File: config.mk
export PLATFORM = sky130hd
export DESIGN_NAME = systolic_tile_scheduler_flat
export DESIGN_NICKNAME = d
export VERILOG_FILES = /design/src/rtl/systolic_pkg.sv /design/src/rtl/systolic_tile_scheduler_if.sv /design/src/rtl/tile_index_counter.sv /design/src/rtl/systolic_tile_scheduler.sv /design/src/flat_wrapper.sv
export SDC_FILE = /design/constraint.sdc
export NUM_CORES = 1
export LEC_CHECK = 0
export BUFFER_PORTS_ARGS = -buffer_cell sky130_fd_sc_hd__buf_2
export CAP_MARGIN = 20
export CORE_MARGIN = 2
export CORE_UTILIZATION = 30
export CTS_BUF_LIST = sky130_fd_sc_hd__clkbuf_4
export CTS_CLUSTER_DIAMETER = 80
export DETAILED_ROUTE_END_ITERATION = 10
export HOLD_SLACK_MARGIN = 0.1
export MAX_ROUTING_LAYER = met4
export SLEW_MARGIN = 5
export SYNTH_ARGS = -nofsm -noshare
export SYNTH_HDL_FRONTEND = slang
export SYNTH_HIERARCHICAL = 1
export SYNTH_SLANG_ARGS = --single-unit
File: constraint.sdc
create_clock -name clk -period 5.6 [get_ports clk]
set_input_delay 0.84 -clock clk [delete_from_list [all_inputs] [get_ports clk]]
set_output_delay 0.84 -clock clk [all_outputs]
set_load 0.1 [all_outputs]
File: src/rtl/systolic_pkg.sv
// Shared types and constants for the systolic tile scheduler.
// Also holds the helper that range-checks a tile count.
package systolic_pkg;

    localparam int N_SIZE        = 32;
    localparam int MAX_TILES     = 64;
    localparam int TW            = 7;
    localparam int WT_ADDR_WIDTH = 16;
    localparam int LCW           = $clog2(N_SIZE);

    typedef enum logic [2:0] {
        ST_IDLE    = 3'd0,
        ST_LOAD_W  = 3'd1,
        ST_GAP     = 3'd2,
        ST_COMPUTE = 3'd3,
        ST_ADVANCE = 3'd4,
        ST_DONE    = 3'd5
    } sched_state_t;

    typedef struct packed {
        logic [TW-1:0] k_tiles;
        logic [TW-1:0] n_tiles;
    } tile_cmd_t;

    // A tile count is usable when it lies in 1..MAX_TILES.
    function automatic logic count_ok(input logic [TW-1:0] cnt);
        return (cnt != 7'd0) && (cnt <= TW'(MAX_TILES));
    endfunction

endpackage

File: src/rtl/systolic_tile_scheduler_if.sv
// Command and array-controller handshake bundle of the tile scheduler.
// The master modport is the scheduler side; slave is the environment side.
interface systolic_tile_scheduler_if;
    import systolic_pkg::*;

    logic          cmd_valid;
    logic          cmd_ready;
    logic [TW-1:0] cmd_k_tiles;
    logic [TW-1:0] cmd_n_tiles;
    logic          sa_ready;
    logic          sa_done;
    logic          sa_load_weight;
    logic          sa_valid_in;

    modport master (
        input  cmd_valid, cmd_k_tiles, cmd_n_tiles, sa_ready, sa_done,
        output cmd_ready, sa_load_weight, sa_valid_in
    );

    modport slave (
        output cmd_valid, cmd_k_tiles, cmd_n_tiles, sa_ready, sa_done,
        input  cmd_ready, sa_load_weight, sa_valid_in
    );

endinterface

File: src/rtl/tile_index_counter.sv
// Nested K-inner / N-outer tile counter with registered base address and acc flag.
// Tiles are visited in linear order, so the base address simply grows by N_SIZE per step.
module tile_index_counter
    import systolic_pkg::*;
(
    input  logic                     clk,
    input  logic                     rst_n,
    input  logic                     clear,
    input  logic                     advance,
    input  logic [TW-1:0]            k_tiles,
    input  logic [TW-1:0]            n_tiles,
    output logic [TW-2:0]            cur_k,
    output logic [TW-2:0]            cur_n,
    output logic [WT_ADDR_WIDTH-1:0] base_addr,
    output logic                     acc_en,
    output logic                     last
);

    logic [TW-2:0]            cur_k_r;
    logic [TW-2:0]            cur_n_r;
    logic [WT_ADDR_WIDTH-1:0] base_r;
    logic                     acc_r;
    logic                     k_last_s;
    logic                     n_last_s;

    assign k_last_s = ({1'b0, cur_k_r} == (k_tiles - 7'd1));
    assign n_last_s = ({1'b0, cur_n_r} == (n_tiles - 7'd1));

    // Index, base-address and accumulate-flag registers.
    always_ff @(posedge clk or negedge rst_n) begin
        if (!rst_n) begin
            cur_k_r <= 6'd0;
            cur_n_r <= 6'd0;
            base_r  <= 16'd0;
            acc_r   <= 1'b0;
        end else if (clear) begin
            cur_k_r <= 6'd0;
            cur_n_r <= 6'd0;
            base_r  <= 16'd0;
            acc_r   <= 1'b0;
        end else if (advance) begin
            if (!k_last_s) begin
                cur_k_r <= cur_k_r + 6'd1;
                acc_r   <= 1'b1;
            end else begin
                cur_k_r <= 6'd0;
                acc_r   <= 1'b0;
                if (!n_last_s) begin
                    cur_n_r <= cur_n_r + 6'd1;
                end else begin
                    cur_n_r <= cur_n_r;
                end
            end
            base_r <= base_r + WT_ADDR_WIDTH'(N_SIZE);
        end else begin
            cur_k_r <= cur_k_r;
            cur_n_r <= cur_n_r;
            base_r  <= base_r;
            acc_r   <= acc_r;
        end
    end

    assign cur_k     = cur_k_r;
    assign cur_n     = cur_n_r;
    assign base_addr = base_r;
    assign acc_en    = acc_r;
    assign last      = k_last_s & n_last_s;

endmodule

File: src/rtl/systolic_tile_scheduler.sv
// Walks a K_TILES x N_TILES job: weight load, one-cycle gap, compute pass, advance.
// Outputs are registered from the next state so they line up with the state register.
module systolic_tile_scheduler
    import systolic_pkg::*;
(
    input  logic                     clk,
    input  logic                     rst_n,
    systolic_tile_scheduler_if.master sch_bus,
    input  logic                     abort,
    output logic [WT_ADDR_WIDTH-1:0] wt_base_addr,
    output logic [TW-2:0]            cur_k,
    output logic [TW-2:0]            cur_n,
    output logic                     acc_en,
    output logic                     busy,
    output logic                     job_done,
    output logic                     cmd_err
);

    sched_state_t   state_r;
    sched_state_t   state_s;
    tile_cmd_t      cmd_r;
    logic           pend_r;
    logic           pend_s;
    logic [LCW-1:0] load_cnt_r;
    logic           accept_s;
    logic           cmd_ok_s;
    logic           clear_s;
    logic           advance_s;
    logic           last_s;

    logic           load_s, valid_s, busy_s, done_s, ready_s;
    logic           load_r, valid_r, busy_r, done_r, ready_r, err_r;

    assign cmd_ok_s  = count_ok(sch_bus.cmd_k_tiles) && count_ok(sch_bus.cmd_n_tiles);
    assign clear_s   = abort | (accept_s & cmd_ok_s);
    assign advance_s = (state_r == ST_ADVANCE) & ~abort & ~last_s;

    // State and pending-command registers.
    always_ff @(posedge clk or negedge rst_n) begin
        if (!rst_n) begin
            state_r <= ST_IDLE;
            pend_r  <= 1'b0;
        end else begin
            state_r <= state_s;
            pend_r  <= pend_s;
        end
    end

    // Next-state logic; abort overrides everything.
    always_comb begin
        state_s  = state_r;
        pend_s   = pend_r;
        accept_s = 1'b0;
        if (abort) begin
            state_s = ST_IDLE;
            pend_s  = 1'b0;
        end else begin
            case (state_r)
                ST_IDLE: begin
                    if (pend_r) begin
                        if (sch_bus.sa_ready) begin
                            state_s = ST_LOAD_W;
                            pend_s  = 1'b0;
                        end else begin
                            state_s = ST_IDLE;
                        end
                    end else if (sch_bus.cmd_valid) begin
                        accept_s = 1'b1;
                        if (cmd_ok_s && sch_bus.sa_ready) begin
                            state_s = ST_LOAD_W;
                        end else if (cmd_ok_s) begin
                            pend_s = 1'b1;
                        end else begin
                            state_s = ST_IDLE;
                        end
                    end else begin
                        state_s = ST_IDLE;
                    end
                end
                ST_LOAD_W: begin
                    if (load_cnt_r == LCW'(N_SIZE - 1)) begin
                        state_s = ST_GAP;
                    end else begin
                        state_s = ST_LOAD_W;
                    end
                end
                ST_GAP:     state_s = ST_COMPUTE;
                ST_COMPUTE: begin
                    if (sch_bus.sa_done) begin
                        state_s = ST_ADVANCE;
                    end else begin
                        state_s = ST_COMPUTE;
                    end
                end
                ST_ADVANCE: begin
                    if (last_s) begin
                        state_s = ST_DONE;
                    end else begin
                        state_s = ST_LOAD_W;
                    end
                end
                ST_DONE:    state_s = ST_IDLE;
                default:    state_s = ST_IDLE;
            endcase
        end
    end

    // Output decode from the next state.
    always_comb begin
        load_s  = (state_s == ST_LOAD_W);
        valid_s = (state_s == ST_COMPUTE);
        busy_s  = (state_s != ST_IDLE);
        done_s  = (state_s == ST_DONE);
        ready_s = (state_s == ST_IDLE) && !pend_s;
    end

    // Registered outputs.
    always_ff @(posedge clk or negedge rst_n) begin
        if (!rst_n) begin
            load_r  <= 1'b0;
            valid_r <= 1'b0;
            busy_r  <= 1'b0;
            done_r  <= 1'b0;
            ready_r <= 1'b1;
            err_r   <= 1'b0;
        end else begin
            load_r  <= load_s;
            valid_r <= valid_s;
            busy_r  <= busy_s;
            done_r  <= done_s;
            ready_r <= ready_s;
            err_r   <= accept_s & ~cmd_ok_s;
        end
    end

    // Weight-load cycle counter; sits at zero outside LOAD_W.
    always_ff @(posedge clk or negedge rst_n) begin
        if (!rst_n) begin
            load_cnt_r <= '0;
        end else if ((state_r == ST_LOAD_W) && (state_s == ST_LOAD_W)) begin
            load_cnt_r <= load_cnt_r + LCW'(1);
        end else begin
            load_cnt_r <= '0;
        end
    end

    // Command latch; counts are captured on every sampled request in IDLE.
    always_ff @(posedge clk or negedge rst_n) begin
        if (!rst_n) begin
            cmd_r <= '0;
        end else if (accept_s) begin
            cmd_r <= '{k_tiles: sch_bus.cmd_k_tiles, n_tiles: sch_bus.cmd_n_tiles};
        end else begin
            cmd_r <= cmd_r;
        end
    end

    tile_index_counter u_idx (
        .clk       (clk),
        .rst_n     (rst_n),
        .clear     (clear_s),
        .advance   (advance_s),
        .k_tiles   (cmd_r.k_tiles),
        .n_tiles   (cmd_r.n_tiles),
        .cur_k     (cur_k),
        .cur_n     (cur_n),
        .base_addr (wt_base_addr),
        .acc_en    (acc_en),
        .last      (last_s)
    );

    // The array strobes drop in the same cycle abort is raised.
    assign sch_bus.sa_load_weight = load_r & ~abort;
    assign sch_bus.sa_valid_in    = valid_r & ~abort;
    assign sch_bus.cmd_ready      = ready_r;
    assign busy                   = busy_r;
    assign job_done               = done_r;
    assign cmd_err                = err_r;

endmodule

File: src/flat_wrapper.sv
// flat-port wrapper written by rule: the top's interface ports become plain ports
module systolic_tile_scheduler_flat import systolic_pkg::*;
  (clk, rst_n, abort, wt_base_addr, cur_k, cur_n, acc_en, busy, job_done, cmd_err, sch_bus_cmd_valid, sch_bus_cmd_k_tiles, sch_bus_cmd_n_tiles, sch_bus_sa_ready, sch_bus_sa_done, sch_bus_cmd_ready, sch_bus_sa_load_weight, sch_bus_sa_valid_in);
  systolic_tile_scheduler_if sch_bus_i ();
  input  logic clk;
  input  logic rst_n;
  input  logic abort;
  output logic [WT_ADDR_WIDTH-1:0] wt_base_addr;
  output logic [TW-2:0] cur_k;
  output logic [TW-2:0] cur_n;
  output logic acc_en;
  output logic busy;
  output logic job_done;
  output logic cmd_err;
  input wire logic [$bits(sch_bus_i.cmd_valid)-1:0] sch_bus_cmd_valid;
  input wire logic [$bits(sch_bus_i.cmd_k_tiles)-1:0] sch_bus_cmd_k_tiles;
  input wire logic [$bits(sch_bus_i.cmd_n_tiles)-1:0] sch_bus_cmd_n_tiles;
  input wire logic [$bits(sch_bus_i.sa_ready)-1:0] sch_bus_sa_ready;
  input wire logic [$bits(sch_bus_i.sa_done)-1:0] sch_bus_sa_done;
  output wire logic [$bits(sch_bus_i.cmd_ready)-1:0] sch_bus_cmd_ready;
  output wire logic [$bits(sch_bus_i.sa_load_weight)-1:0] sch_bus_sa_load_weight;
  output wire logic [$bits(sch_bus_i.sa_valid_in)-1:0] sch_bus_sa_valid_in;
  assign sch_bus_i.cmd_valid = sch_bus_cmd_valid;
  assign sch_bus_i.cmd_k_tiles = sch_bus_cmd_k_tiles;
  assign sch_bus_i.cmd_n_tiles = sch_bus_cmd_n_tiles;
  assign sch_bus_i.sa_ready = sch_bus_sa_ready;
  assign sch_bus_i.sa_done = sch_bus_sa_done;
  assign sch_bus_cmd_ready = sch_bus_i.cmd_ready;
  assign sch_bus_sa_load_weight = sch_bus_i.sa_load_weight;
  assign sch_bus_sa_valid_in = sch_bus_i.sa_valid_in;
  systolic_tile_scheduler u_core (.clk(clk), .rst_n(rst_n), .sch_bus(sch_bus_i), .abort(abort), .wt_base_addr(wt_base_addr), .cur_k(cur_k), .cur_n(cur_n), .acc_en(acc_en), .busy(busy), .job_done(job_done), .cmd_err(cmd_err));
endmodule
* Word level (Yosys, flattened, before mapping)
Index checks and enable logic that the tools add are counted.
** Cells by class
- Muxes and demuxes :: 34
- Bitwise gates (word level) :: 11
- Magnitude comparators :: 2
- Reductions and logical operators :: 15
- $add $sub $neg :: 6
- Eq/ne operators :: 11
** Operators with widths (number)
- 2-to-1 mux 6 bit :: 7
- 2-to-1 mux 16 bit :: 2
- 2-to-1 mux 3 bit :: 7
- adder 16 x 6 -> 16 bit (second input constant) :: 1
- 2-to-1 mux 1 bit :: 15
- case mux 3 bit (5 select lines) :: 1
- equality test 6 x 7 -> 1 bit :: 2
- <= comparator 7 bit (second input constant) :: 2
- nonzero test 7 bit :: 2
- subtractor 7 x 1 -> 7 bit (second input constant) :: 2
- adder 6 x 1 -> 6 bit (second input constant) :: 2
- equality test 3 x 2 -> 1 bit (second input constant) :: 3
- bitwise AND 1 bit :: 7
- equality test 3 x 1 -> 1 bit (second input constant) :: 2
- equality test 3 bit (second input constant) :: 2
- logical AND 1 bit :: 6
- zero test 3 bit :: 2
- adder 5 x 1 -> 5 bit (second input constant) :: 1
- equality test 5 bit (second input constant) :: 1
- 2-to-1 mux 5 bit :: 1
- nonzero test 2 bit :: 2
- inverter 1 bit :: 3
- AND reduction 3 bit :: 1
- nonzero test 3 bit :: 1
- other kinds (4) :: 4
** Word-level totals
- Register bits after elaboration :: 58

* Logic depth before layout (Yosys ltp)
Gate-level depths: netlist (run 1).
- Depth after elaboration :: 12
- Mapped depth :: 14
- Mapped depth without buffers :: 14

* Hierarchy
The synthesis (run 1) kept the hierarchy.
** By module, submodules not included
- tile_index_counter :: cells an instance 188, seq. area each 600.6 µm², instances 1, area an instance 1682.9 µm²
- systolic_tile_scheduler :: cells an instance 113, seq. area each 726.9 µm², instances 1, area an instance 1311.3 µm²

* Worst setup path before layout (run 1)
No wires, ideal clock.
- Kind :: flip-flop to flip-flop
- Start :: register u_core.u_idx.cur_n_r[2] (netlist: u_core/u_idx/cur_n[2])
- End :: register u_core.u_idx.cur_n_r[5] (netlist: u_core/u_idx/cur_n[5])
- Data arrival time :: 3.444 ns
- Cell stages (with the launch flop) :: 14
- Buffers on the path :: 2
- Data required time :: 5.522 ns
- Setup time :: 0.078 ns
- Setup slack :: 2.078 ns
- Cells stage by stage :: dfrtp_1 -> clkbuf_1 -> xor2_1 -> nor2_1 -> a211oi_1 -> a2111oi_4 -> nor2b_1 -> nor3_1 -> clkbuf_1 -> nand4_1 -> nor2_1 -> nand4_1 -> or3_1 -> a21oi_1
** Between the ends
- Cells in the longest elaborated chain, start to end :: 6
- Elaborated cells on any way between the ends :: 12
** Ends and longest elaborated chain
- start: declaration :: line tile_index_counter.sv:20 : logic [TW-2:0] cur_n_r;
- start signal: assignment :: line tile_index_counter.sv:49 : cur_n_r <= cur_n_r + 6'd1;
- start signal: assignment :: line tile_index_counter.sv:51 : cur_n_r <= cur_n_r;
- start signal: assignment :: line tile_index_counter.sv:57 : cur_n_r <= cur_n_r;
- equality test 6 x 7 -> 1 bit :: line tile_index_counter.sv:27 : assign n_last_s = ({1'b0, cur_n_r} == (n_tiles - 7'd1));
- bitwise AND 1 bit :: line tile_index_counter.sv:67 : assign last = k_last_s & n_last_s;
- named net u_core.last_s :: line systolic_tile_scheduler.sv:29 : logic last_s;
- inverter 1 bit :: line systolic_tile_scheduler.sv:36 : assign advance_s = (state_r == ST_ADVANCE) & ~abort & ~last_s;
- bitwise AND 1 bit :: line systolic_tile_scheduler.sv:36
- named net u_core.advance_s :: line systolic_tile_scheduler.sv:28 : logic advance_s;
- nonzero test 2 bit (no line)
- AND reduction 3 bit (no line)
The timed path passes the listed nets, and every way through them passes these cells. The select of a mux whose other input is x is not followed.
A chain may end at the register's enable or synchronous reset.

* Final worst setup path (run 1)
- Start :: register u_core/cmd_r[0] (netlist name)
- End :: register u_core.u_idx.base_r[12] (netlist: u_core/u_idx/base_addr[12])
** Between the ends
- Cells in the longest elaborated chain, start to end :: 6
** Ends and longest elaborated chain
- start: declaration :: line systolic_tile_scheduler.sv:21 : tile_cmd_t cmd_r;
- start signal: assignment :: line systolic_tile_scheduler.sv:152 : cmd_r <= '{k_tiles: sch_bus.cmd_k_tiles, n_tiles: sch_bus.cmd_n_tiles};
- start signal: assignment :: line systolic_tile_scheduler.sv:154 : cmd_r <= cmd_r;
- subtractor 7 x 1 -> 7 bit :: line tile_index_counter.sv:27
- equality test 6 x 7 -> 1 bit :: line tile_index_counter.sv:27
- bitwise AND 1 bit :: line tile_index_counter.sv:67
- named net u_core.last_s :: line systolic_tile_scheduler.sv:29
- inverter 1 bit :: line systolic_tile_scheduler.sv:36
- bitwise AND 1 bit :: line systolic_tile_scheduler.sv:36
- named net u_core.advance_s :: line systolic_tile_scheduler.sv:28
- nonzero test 2 bit (no line)
- end signal: assignment :: line tile_index_counter.sv:54 : base_r <= base_r + WT_ADDR_WIDTH'(N_SIZE);
- end signal: assignment :: line tile_index_counter.sv:58 : base_r <= base_r;
- end: declaration :: line tile_index_counter.sv:21 : logic [WT_ADDR_WIDTH-1:0] base_r;
The timed path passes the listed nets, and every way through them passes these cells.

==> qor.txt, run 1 <==
fin util - 0.354
Chip Height - 104 um
Worst Setup Path Type - reg -> reg
post-cts sizing count - 0
Hold Fails Final Rpt - 0
Synth Flop Type - dfrtp_1
# diodes - 0
worst path cell trace - inv_1, ha_1, nor4b_1, o21ai_0, a2111oi_4, nor2b_1, nor3_1, buf_4, or2_2, and3_1, and4_1, nand3_1, xor2_1, nor2_1
CP max stage delay - 0.61 ns
largest net degree at the start of global routing - 54
worst skew pair latency - 0.37 ns
Clock Skew - 0.0130 ns
Cell Rows - 36
Pwr Density - 237 mW/mm^2
placed cell area - 0.00335 sq mm
DRT Pass-1 Iters - 6
LEAKAGE - 1.57 nW
post-CTS setup buffer count - 0
met2 wire len - 3.15 mm
status - completed
slew at the pin closest to its max-slew limit - 0.916 ns
Yosys reg bits - 53
RSZ-0062 raised after global routing - false
Root Driver - clkbuf_4
Mapped Avg Cell Area - 9.95 sq um
Critical Path Sink Type - register
CTS tree - done
I/O Pins - 55
Max FO, Critical Path - 12
Post-synth EDFFs - 0
Buffers on Ports - 49
clock share of power - 0.270
Logic pwr share - 0.199
DRC viols - 0
die area - 0.0108 sq mm
H-tree depth - 2
CP max stage cell - a2111oi_4
Yosys cell types - 60
Post-Route WL - 6.57 mm
Clock Pin Slew Worst Setup and Hold Paths - 0.15 ns
Worst Path Arrival - 3.94 ns
core area - 0.00973 sq mm
synthesized cell area - 0.00299 sq mm
Slew HR - 0.385
Tmin final - 3.70 ns
maximum vdd ir drop - 0.0907 mV
Net Sw Frac - 0.307
Layout area overhead - 15.0%
total chip power - 0.815 mW
switching power - 0.250 mW
Die Width - 104 um
share of cells above drive strength 1 - 0.249
RD Place Congestion - 0.831
CTS max path bufs - 2
NumNets Final - 375
WL/cell - 13.6 um
Final setup viols - 0
total CTS buffers - 5
Int Power - 0.565 mW
Fin Setup TNS - 0 ns
Async S/R FF share, synth - 1.00
family with the most delay on the worst path - simple AND/OR/NAND/NOR gates
gr usage total - 0.129
DR top layer - met4
first-pass GRT wire length - 11.2 mm
vias in the first global route - 2270
initial antenna violation count - 0
Max Cap Viol - 0
Final Max Slew Viols - 0
Met3 Routed Length - 183 um
WL met1 - 3.17 mm
WHS - 0.506 ns
Min-Delay Path Class - reg -> reg
hold buffers post-CTS - 0
initial DRC count - 54
Buf/Inv on CP - 2
sequential share of power - 0.531
Post-DRT Antenna Nets - 0
Congestion Overflow GR - 0
CTS sink count - 53
cell area after layout - 0.00344 sq mm
post-synthesis sequential area ratio - 0.443
via count - 2408
Initial Util - 0.308
Yosys warnings - 6
critical path required time - 5.84 ns
Via density - 5.00
highest clock rate - 270 MHz
Cells after Synth - 301
period utilisation layout - 0.661
Worst setup SP type - register
DP HPWL - 4.82 mm
cell type report:
class                      instances  area, sq um
clock inverter                     2         35.0
tap                              133          166
fill                            1025         6280
inverter                           9         33.8
clock buffer                       6         45.0
timing repair buffer              52          272
sequential                        53         1330
multi-input combinational        227         1570
cells by family after synthesis:
group,Yosys count,synth area share
AOI/OAI and AO/OA,48,0.116
xor gates and xnor gates,25,0.0731
adders and majority gates,7,0.0293
buffers and inverters,25,0.0405
DFF,53,0.443
muxes,17,0.0631
other,1,0.00125
and+or+nand+nor,125,0.233
worst reg2reg max path, stage by stage (launching register included):
cell	delay, ns
dfrtp_1	0.50
inv_1	0.08
ha_1	0.28
nor4b_1	0.31
o21ai_0	0.20
a2111oi_4	0.61
nor2b_1	0.26
nor3_1	0.08
buf_4	0.18
or2_2	0.34
and3_1	0.21
and4_1	0.23
nand3_1	0.10
xor2_1	0.15
nor2_1	0.05
synthesized netlist by cell type (5+ instances only):
master	number	share of area
xnor2_1	9	0.026
buf_4	5	0.013
nor2_1	26	0.033
dfrtp_1	52	0.43
mux2_2	15	0.056
xor2_1	16	0.047
nand2_1	22	0.028
a21oi_1	12	0.020
ha_1	7	0.029
nor2b_1	7	0.015
nor3_1	16	0.027
o21ai_0	10	0.017
clkbuf_1	8	0.010
inv_1	9	0.011
nand4_1	7	0.015
nand3_1	10	0.017
through the flow:
| stage | cells | setup slack [ns] |
|---|---|---|
| finish | 482 | 1.90 |
| floorplan | 305 | 2.08 |
| CTS | 481 | 1.93 |
| global route | 482 | 1.54 |
| detailed placement | 473 | 1.58 |
| global placement | 473 | 1.64 |
state kept, by name, indices dropped and copies added, names as in the netlist, 3 cells and up:
register                count
u_core/cmd_r               14
u_core/load_cnt_r           5
u_core/state_r              3
u_core/u_idx/base_addr     11
u_core/u_idx/cur_k          6
u_core/u_idx/cur_n          6
power by group through the flow:
stage	clock [mW]	sequential, mW	combinational, mW
floorplan	0	0.441	0.119
finish	0.220	0.433	0.162
global route	0.250	0.438	0.179
CTS	0.228	0.433	0.162
detailed placement	0	0.441	0.161
global placement	0	0.440	0.157
final timing paths:
path | slack, ns | cells after the start | end | start
worst min-delay path | 0.51 | 2 | u_core/u_idx/acc_en | u_core/u_idx/acc_en
worst max-delay path | 1.90 | 14 | u_core/u_idx/base_addr[12] | u_core/cmd_r[0]
worst max register to register | 1.90 | 14 | u_core/u_idx/base_addr[12] | u_core/cmd_r[0]
min in group asynchronous | 0.57 | 2 | u_core/u_idx/base_addr[13] | rst_n
worst min register to register | 0.51 | 2 | u_core/u_idx/acc_en | u_core/u_idx/acc_en
max in group asynchronous | 4.59 | 2 | u_core/u_idx/cur_n[0] | rst_n
placed cells by master, fill, tap and decap left out, drive strengths merged, types with 4 or more instances in the layout:
cell and count:
nand4 7, mux2 15, and3 4, xnor2 9, xor2 16, inv 9
buf 52, nor2 26, nand2 22, dfrtp 52, a31oi 4, conb 5
ha 7, o21ai 10, or4 5, nand3 11, nand2b 4, nor2b 7
a21oi 12, clkbuf 6, nor3 16
routing by layer:
| metal | vias to the layer above | global-route usage |
|---|---|---|
| met5 | - | - |
| met4 | 0 | 0.0357 |
| met3 | 6 | 0.0188 |
| met2 | 53 | 0.210 |
| met1 | 1180 | 0.168 |
| li1 | 1169 | - |
Power figures use the tool's default switching activity.
==> run 2, diff against run 1 <==
- clock period: 5.6 -> 3.4 ns (I/O delays scaled with it)
==> run 2 against run 1 <==
Sequential power increased by 64%. Largest cell class unchanged. Register-to-register slack got worse by 1.6 ns. Largest power group unchanged. Clock skew decreased by 0.0063 ns. Clock power increased by 65%. Setup slack got worse by 1.6 ns. Critical path depth decreased by 1. Fmax increased by 18%.
==> qor.txt, run 2 (synthesized netlist as in run 1, its figures left out) <==
clock share of power - 0.267 (-0.003)
Buffers on Ports - 49 (unchanged)
die area - 0.0108 sq mm (unchanged)
Int Power - 0.936 mW (+65%)
status - completed
maximum vdd ir drop - 0.150 mV (+65%)
DRC viols - 0 (unchanged)
share of cells above drive strength 1 - 0.285 (+0.0356)
Clock Skew - 0.00668 ns (-0.00631 ns)
Final Max Slew Viols - 0 (unchanged)
Max FO, Critical Path - 6 (-6)
NumNets Final - 384 (+2.4%)
vias in the first global route - 2319 (+2.2%)
first-pass GRT wire length - 11.3 mm (+0.92%)
RSZ-0062 raised after global routing - false
gr usage total - 0.130 (+0.000947)
Congestion Overflow GR - 0 (unchanged)
worst path cell trace - inv_1, ha_1, nor4b_1, o21ai_0, a2111oi_4, nor2b_2, nor3_1, or2_2, and3_1, and4_1, nand3_1, xor2_1, nor2_1
Cell Rows - 36 (unchanged)
Post-DRT Antenna Nets - 0 (unchanged)
DRT Pass-1 Iters - 4 (-2)
Tmin final - 3.13 ns (-0.574 ns)
Worst Setup Path Type - reg -> reg
Reg-to-Reg End - u_core/u_idx/base_addr[12]
Root Driver - clkbuf_4
Buf/Inv on CP - 1 (-1)
core area - 0.00973 sq mm (unchanged)
max reg flops - 14 (unchanged)
Worst Path Arrival - 3.40 ns (-0.54 ns)
CTS sink count - 53 (unchanged)
slew at the pin closest to its max-slew limit - 0.738 ns (-0.178 ns)
Reg with most FFs - u_core/cmd_r
Critical Path Sink Type - register
Initial Util - 0.308 (unchanged)
Post-Route WL - 6.51 mm (-0.96%)
period utilisation layout - 0.919 (+0.259)
Max Cap Viol - 0 (unchanged)
total CTS buffers - 5 (unchanged)
Chip Height - 104 um (unchanged)
CP max stage cell - dfrtp_2
Pwr Density - 384 mW/mm^2 (+62%)
sequential share of power - 0.526 (-0.005)
worst r2r src - u_core/cmd_r[0]
Layout area overhead - 17.7%
Die Width - 104 um (unchanged)
CTS tree - done
Net Sw Frac - 0.309 (+0.00209)
via count - 2397 (-0.46%)
hold buffers post-CTS - 0 (unchanged)
commonest non-fill, non-tap cell in the layout - buf_2
Cell Count, Final, Fillers Out - 492 (+2.1%)
critical path required time - 3.68 ns (-2.16 ns)
CP max stage delay - 0.44 ns (-0.17 ns)
Clock Pin Slew Worst Setup and Hold Paths - 0.15 ns (about the same)
Placed Cells - 478 (+1.1%)
I/O Pins - 55 (unchanged)
Slew HR - 0.501 (+0.116)
Via density - 4.87 (-2.5%)
H-tree depth - 2 (unchanged)
initial antenna violation count - 1 (+1)
RD Place Congestion - 0.797 (-4.1%)
LEAKAGE - 1.60 nW (+2.1%)
DP HPWL - 4.86 mm (+0.78%)
largest net degree at the start of global routing - 34 (-37%)
Reg2Reg Depth - 13 (-1)
switching power - 0.418 mW (+67%)
Logic pwr share - 0.206 (+0.007)
fillers - 1012 (-1.3%)
worst skew pair latency - 0.37 ns (about the same)
family with the most delay on the worst path - simple AND/OR/NAND/NOR gates
most frequent cells in the layout - buf_2, dfrtp_1, nor2_1
R2R Setup Slk - 0.27 ns (-1.63 ns)
Min-Delay Path Class - in -> async
Worst setup SP type - register
initial DRC count - 103 (+91%)
Hold Fails Final Rpt - 0 (unchanged)
WL/cell - 13.2 um (-3.0%)
highest clock rate - 320 MHz (+18%)
Fin Setup TNS - 0 ns (unchanged)
Final setup viols - 0 (unchanged)
CTS max path bufs - 2 (unchanged)
## run 2: per-layer routing
metal | part of all wire | track usage | vias to the layer above
met5 | 0 | - | -
li1 | - | - | 1189
met3 | 0.030 | 0.0163 | 5
met2 | 0.47 | 0.206 | 40
met4 | 0.015 | 0.0405 | 0
met1 | 0.49 | 0.173 | 1163
## run 2: how the worst max path moves through the flow
| stage | end | slack (ns) | depth (start not counted) | start |
|---|---|---|---|---|
| global placement | u_core/u_idx/base_addr[14] | 0.30 | 13 | u_core/cmd_r[7] |
| global route | u_core/u_idx/base_addr[12] | 0.02 | 13 | u_core/cmd_r[0] |
| floorplan | u_core/u_idx/base_addr[12] | 0.03 | 12 | u_core/u_idx/cur_n[3] |
| detailed placement | u_core/u_idx/base_addr[14] | 0.18 | 13 | u_core/cmd_r[7] |
| finish | u_core/u_idx/base_addr[12] | 0.27 | 13 | u_core/cmd_r[0] |
| CTS | u_core/u_idx/base_addr[14] | 0.15 | 13 | u_core/cmd_r[7] |
## run 2: what timing repair did
action                                  in CTS  in global routing
resized for setup                            0                  3
endpoints found under the setup margin       0                 10
setup buffers                                0                  5
## run 2: power groups by stage
| stage | clock [mW] | combinational (mW) | sequential [mW] |
|---|---|---|---|
| 2_1_floorplan | 0 | 0.196 | 0.726 |
| 3_3_place_gp | 0 | 0.264 | 0.722 |
| 3_5_place_dp | 0 | 0.268 | 0.724 |
| 4_1_cts | 0.379 | 0.270 | 0.712 |
| 5_1_grt | 0.409 | 0.309 | 0.720 |
| 6_report | 0.362 | 0.279 | 0.712 |
## run 2: final cells by class
type | count | area, sq um | share of cell area
Sequential cell | 53 | 1330 | 0.379
Tap cell | 133 | 166 | 0.0472
Clock buffer | 5 | 37.5 | 0.0107
Inverter | 9 | 33.8 | 0.00959
Clock inverter | 3 | 46.3 | 0.0131
Timing Repair Buffer | 61 | 335 | 0.0952
Multi-Input combinational cell | 227 | 1570 | 0.445
Antenna cell | 1 | 2.50 | 0.000710
## run 2: through the flow
step | utilization | total power [mW] | area, sq um | setup slack [ns] | hold slack (ns)
CTS | 0.358 | 1.36 | 3480 | 0.150 | 0.179
global route | 0.362 | 1.44 | 3520 | 0.0208 | 0.199
floorplan | - | 0.922 | 3010 | 0.0321 | 0.214
detailed placement | 0.349 | 0.992 | 3390 | 0.183 | 0.470
finish | 0.362 | 1.35 | 3520 | 0.274 | 0.168
global placement | 0.349 | 0.986 | 3390 | 0.300 | 0.469
